$ cat src/rtl/eight_bit_piso_tx.sv
// eight_bit_piso_tx: parallel-in serial-out transmitter for 8-bit words.
// An accepted byte is shifted out one bit per clock on sdo with sdo_valid,
// and done pulses on the final bit. A new word can be accepted in the
// final-bit cycle, so back-to-back words stream with no gap.
//
// Handshake: a word is taken on a rising clk edge where load_valid and
// load_ready are both 1; load_ready depends only on registered state (and rst),
// never on load_valid or d.
//
// Optional feature macro: PARITY_EN. When defined, each word is followed by
// one PARITY cycle carrying the even-parity bit (XOR of the 8 data bits);
// done and load_ready then move to that cycle.
//
// MSB_FIRST = 0 sends bit 0 first; MSB_FIRST = 1 sends bit 7 first.
module eight_bit_piso_tx #(
    parameter bit MSB_FIRST = 1'b0
) (
    input  logic       clk,
    input  logic       rst,
    input  logic [7:0] d,
    input  logic       load_valid,
    output logic       load_ready,
    output logic       sdo,
    output logic       sdo_valid,
    output logic       done,
    output logic       busy
);

`ifdef PARITY_EN
    typedef enum logic [1:0] {
        IDLE   = 2'd0,
        SHIFT  = 2'd1,
        PARITY = 2'd2
    } state_t;
`else
    typedef enum logic [1:0] {
        IDLE  = 2'd0,
        SHIFT = 2'd1
    } state_t;
`endif

    state_t     state;
    state_t     state_nxt;
    logic [7:0] shift_reg;
    logic [2:0] bit_cnt;
    logic       final_bit;
    logic       accept;

`ifdef PARITY_EN
    logic       par_q;
`endif

    // Final-bit cycle: last data bit, or the parity cycle when parity is on.
`ifdef PARITY_EN
    assign final_bit = (state == PARITY);
`else
    assign final_bit = (state == SHIFT) && (bit_cnt == 3'd7);
`endif

    assign load_ready = !rst && ((state == IDLE) || final_bit);
    assign accept     = load_valid && load_ready;

    // State register.
    always_ff @(posedge clk or posedge rst) begin
        if (rst) begin
            state <= IDLE;
        end else begin
            state <= state_nxt;
        end
    end

    // Next-state decode.
    always_comb begin
        state_nxt = state;
        case (state)
            IDLE: begin
                if (accept) state_nxt = SHIFT;
            end
            SHIFT: begin
                if (bit_cnt == 3'd7) begin
`ifdef PARITY_EN
                    state_nxt = PARITY;
`else
                    state_nxt = accept ? SHIFT : IDLE;
`endif
                end
            end
`ifdef PARITY_EN
            PARITY: begin
                state_nxt = accept ? SHIFT : IDLE;
            end
`endif
            default: state_nxt = IDLE;
        endcase
    end

    // Datapath: capture the word on accept, otherwise shift toward the output end.
    always_ff @(posedge clk or posedge rst) begin
        if (rst) begin
            shift_reg <= 8'h00;
            bit_cnt   <= 3'd0;
`ifdef PARITY_EN
            par_q     <= 1'b0;
`endif
        end else if (accept) begin
            shift_reg <= d;
            bit_cnt   <= 3'd0;
`ifdef PARITY_EN
            par_q     <= ^d;
`endif
        end else if (state == SHIFT) begin
            if (MSB_FIRST) begin
                shift_reg <= {shift_reg[6:0], 1'b0};
            end else begin
                shift_reg <= {1'b0, shift_reg[7:1]};
            end
            bit_cnt <= bit_cnt + 3'd1;
        end
    end

    // Serial outputs, decoded from registered state only.
    always_comb begin
        sdo       = 1'b0;
        sdo_valid = 1'b0;
        busy      = 1'b0;
        done      = final_bit;
        case (state)
            SHIFT: begin
                sdo       = MSB_FIRST ? shift_reg[7] : shift_reg[0];
                sdo_valid = 1'b1;
                busy      = 1'b1;
            end
`ifdef PARITY_EN
            PARITY: begin
                sdo       = par_q;
                sdo_valid = 1'b1;
                busy      = 1'b1;
            end
`endif
            default: begin
                sdo       = 1'b0;
                sdo_valid = 1'b0;
                busy      = 1'b0;
            end
        endcase
    end

endmodule

$ cat config.mk
export PLATFORM = sky130hd
export DESIGN_NAME = eight_bit_piso_tx
export DESIGN_NICKNAME = d
export VERILOG_FILES = /design/src/rtl/eight_bit_piso_tx.sv
export SDC_FILE = /design/constraint.sdc
export NUM_CORES = 1
export LEC_CHECK = 0
export ABC_AREA = 1
export ABC_CLOCK_PERIOD_IN_PS = 1800
export CORE_MARGIN = 2
export CORE_UTILIZATION = 47
export CTS_CLUSTER_DIAMETER = 120
export CTS_CLUSTER_SIZE = 16
export DETAILED_ROUTE_END_ITERATION = 6
export PLACE_DENSITY = 0.79
export SKIP_CTS_REPAIR_TIMING = 1
export SLEW_MARGIN = 20
export SYNTH_ARGS = -nofsm -noshare
export SYNTH_HDL_FRONTEND = slang
export SYNTH_SLANG_ARGS = --single-unit
$ cat constraint.sdc
create_clock -name clk -period 1.8 [get_ports clk]
set_input_delay 0.36 -clock clk [delete_from_list [all_inputs] [get_ports clk]]
set_output_delay 0.36 -clock clk [all_outputs]
set_load 0.1 [all_outputs]
==> flow_metrics.env <==
export IMPL_grt_pass1_vias=514
export IMPL_drc=0
export IMPL_die_width_um=41.9
export IMPL_fin_skew_ps=9.60
export IMPL_boundaryPins=16
export IMPL_hold_viol_final=0
export IMPL_netlist_top_cell_by_area="sky130_fd_sc_hd__dfrtp_1"
export IMPL_worstSetupStartpointType="flop"
export IMPL_cpPeakStageDelay_ps=370
export IMPL_detailroute_via_count=553
export IMPL_drv_cap=0
export IMPL_grt_util_met2_pct=26.3
export IMPL_final_min_period_over_clock_period_pct=99.3
export IMPL_setup_viol_count_final=0
export IMPL_fin_nets=103
export IMPL_fin_tns_setup_ps=0
export IMPL_clock_insertion_delay_worst_skew_ps=270
export IMPL_cp_slowest_cell="sky130_fd_sc_hd__dfrtp_1"
export IMPL_starting_utilization_of_the_core_area_pct=51.2
export IMPL_ir_worst_vdd_mv=1.06
export IMPL_crit_path_max_fanout=3
export IMPL_syn_to_final_growth_pct=37.5
export IMPL_synth_nets=85
export IMPL_cellLeakagePower_nw=0.415
export IMPL_global_route_usage_met1_pct=23.1
export IMPL_async_reset_ff_share_pct=100
export IMPL_setup_worst_path_class="reg2out"
export IMPL_netlist_top_cells_count="sky130_fd_sc_hd__nand3_1 (34), sky130_fd_sc_hd__dfrtp_1 (12), sky130_fd_sc_hd__nand2_1 (7)"
export IMPL_clock_tree_htree_level_count=1
export IMPL_synth_yosys_seq_area_share_pct=44.5
export IMPL_grt_start_max_net_pins=23
export IMPL_number_of_nets_with_antenna_violations_after_routing=0
export IMPL_final_max_slew_viol_count=0
export IMPL_yosys_register_bits=12
export IMPL_cts_buf_count=3
export IMPL_synth_top_cell_area_share_pct=44.5
export IMPL_grt_first_pass_wirelength_mm=2.29
export IMPL_worst_setup_path_startpoint="bit_cnt[1]$_DFFE_PP0P_"
export IMPL_die_y_um=41.9
export IMPL_overflow=0
export IMPL_mappedNetlistArea_um2=674
export IMPL_gpl_final_weighted_congestion=0.711
export IMPL_tritoncts="yes"
export IMPL_yosysMostFrequentCell="sky130_fd_sc_hd__nand3_1"
export IMPL_status="finished, final reports clean"
export IMPL_place_port_buffers=15
export IMPL_power_density_normalized_to_cell_area_mw_per_mm2=1710
export IMPL_insertedDiodeCount=0
export IMPL_globalRoute_busiestLayer="met2"
export IMPL_clock_fmax_mhz=559
export IMPL_postRouteWirelength_mm=1.30
export IMPL_place_hpwl_um=919
export IMPL_ratio_of_routed_vias_to_standard_cells=5.32
export IMPL_die_area_mm2=0.00175
export IMPL_drt_wirelength_per_cell_um=12.5
export IMPL_critPathArrivalTime_ps=1430
export IMPL_drt_pass1_iter_count=4
export IMPL_largest_register_ffs=8
export IMPL_cts_sink_count=12
export IMPL_detail_route_iter0_violations=9
export IMPL_synthesis_area_per_instance_um2=9.37
export IMPL_layout_drive_gt1_share_pct=30.3
export IMPL_tightestPinTransition_ps=318
export IMPL_floorplan_rows=13
export IMPL_ys_flop_type="sky130_fd_sc_hd__dfrtp_1"
export IMPL_maxSlewHeadroom_pct=78.8
export IMPL_synth_enable_flop_cells=0
export IMPL_rr_startpoint="bit_cnt[1]$_DFFE_PP0P_"
export IMPL_synth_cell_type_count=15
export IMPL_core_area_mm2=0.00132
export IMPL_grt_util_all_layers_pct=16.7
export IMPL_yosys_top_cells_area="sky130_fd_sc_hd__dfrtp_1 (45%), sky130_fd_sc_hd__nand3_1 (25%), sky130_fd_sc_hd__buf_6 (5.0%), sky130_fd_sc_hd__clkbuf_8 (4.1%), sky130_fd_sc_hd__nand2_1 (3.9%)"
export IMPL_max_clock_path_buffers=2
export IMPL_clk_transition_reported_paths_ps=90
export IMPL_yosys_warnings=0
export IMPL_synthCells=72
export IMPL_gr_usage_met3_pct=3.91
export IMPL_path_cells="ha_2, ha_4, inv_4, a21oi_4, buf_12"
export IMPL_min_period_ps=1790
export IMPL_finalCoreUtilization_pct=70.4
export IMPL_grt_setup_unrepaired="yes"
export IMPL_worst_ep_required_time_ps=1440
export IMPL_hold_path_class="in2async"
export IMPL_antenna_found_initial=0
export IMPL_clk_root_buffer_cell="sky130_fd_sc_hd__clkbuf_4"
export IMPL_crit_path_end_kind="output pin"
-- stage by stage --
stage	power, W	std cells	setup slack, ps	hold slack [ps]	cell area, um^2
CTS	0.00156	102	-30.5	514	895
detailed placement	0.00134	98	198	497	858
finish	0.00159	104	11.9	510	927
global route	0.00169	104	-42.9	526	927
floorplan	0.00113	72	-5.75	175	691
global placement	0.00132	98	195	486	858
-- placed cells by master (no fill, tap or decap) --
cell / n
sky130_fd_sc_hd__nand3_2: 1
sky130_fd_sc_hd__nand2_1: 5
sky130_fd_sc_hd__nand2_4: 1
sky130_fd_sc_hd__clkbuf_8: 1
sky130_fd_sc_hd__nand3_1: 34
sky130_fd_sc_hd__ha_2: 1
sky130_fd_sc_hd__clkinvlp_4: 2
sky130_fd_sc_hd__buf_4: 5
sky130_fd_sc_hd__o21ai_0: 1
sky130_fd_sc_hd__inv_2: 1
sky130_fd_sc_hd__clkdlybuf4s50_1: 10
sky130_fd_sc_hd__dfrtp_4: 1
sky130_fd_sc_hd__nand2_2: 2
sky130_fd_sc_hd__clkbuf_4: 3
sky130_fd_sc_hd__a21oi_4: 1
sky130_fd_sc_hd__inv_1: 1
sky130_fd_sc_hd__ha_4: 1
sky130_fd_sc_hd__buf_12: 5
sky130_fd_sc_hd__dfrtp_1: 11
sky130_fd_sc_hd__nand3_4: 1
sky130_fd_sc_hd__inv_4: 1
-- cells by family after synthesis --
logic type | synth area share [%]
buffers and inverters | 13.7
and+or+nand+nor | 34.9
AOI/OAI and AO/OA | 3.15
DFF | 44.5
adders and majority gates | 3.71
-- path summary, 6_finish.rpt --
path                                          end  slack [ps]  cells after the start
setup reg to reg           bit_cnt[0]$_DFFE_PP0P_         300                      8
setup / recovery                       load_ready          10                      5
hold / removal               state[0]$_DFFE_PP0P_         510                      3
hold reg to reg            bit_cnt[0]$_DFFE_PP0P_         510                      1
min in group clk           bit_cnt[0]$_DFFE_PP0P_         510                      1
max in group asynchronous    state[0]$_DFFE_PP0P_        1110                      3
-- worst max-delay path: cells and delay by family, from the launching register on --
kind | cells | cell delay [ps]
adders and majority gates | 2 | 350
DFF | 1 | 370
AOI/OAI and AO/OA | 1 | 180
buffers and inverters | 2 | 240
-- report_power, final --
part / total [W] / internal [W] / leakage [nW] / switching, W
sequential: 0.000516 / 0.000385 / 0.153 / 0.000131
clock: 0.000220 / 0.000123 / 0.0210 / 0.0000973
combinational: 0.000850 / 0.000337 / 0.240 / 0.000513
-- layer usage --
layer	vias to the layer above	wire (um)
li1	279	-
met1	259	562
met2	13	677
met3	2	53
met4	0	8
met5	-	0
-- area by class of cell --
class | count | area (um^2)
Fill cell | 106 | 390
Sequential cell | 12 | 304
Multi-Input combinational cell | 48 | 302
Timing Repair Buffer | 20 | 238
Clock buffer | 4 | 36.3
Inverter | 5 | 28.8
Tap cell | 15 | 18.8
Power figures use the tool's default switching activity.
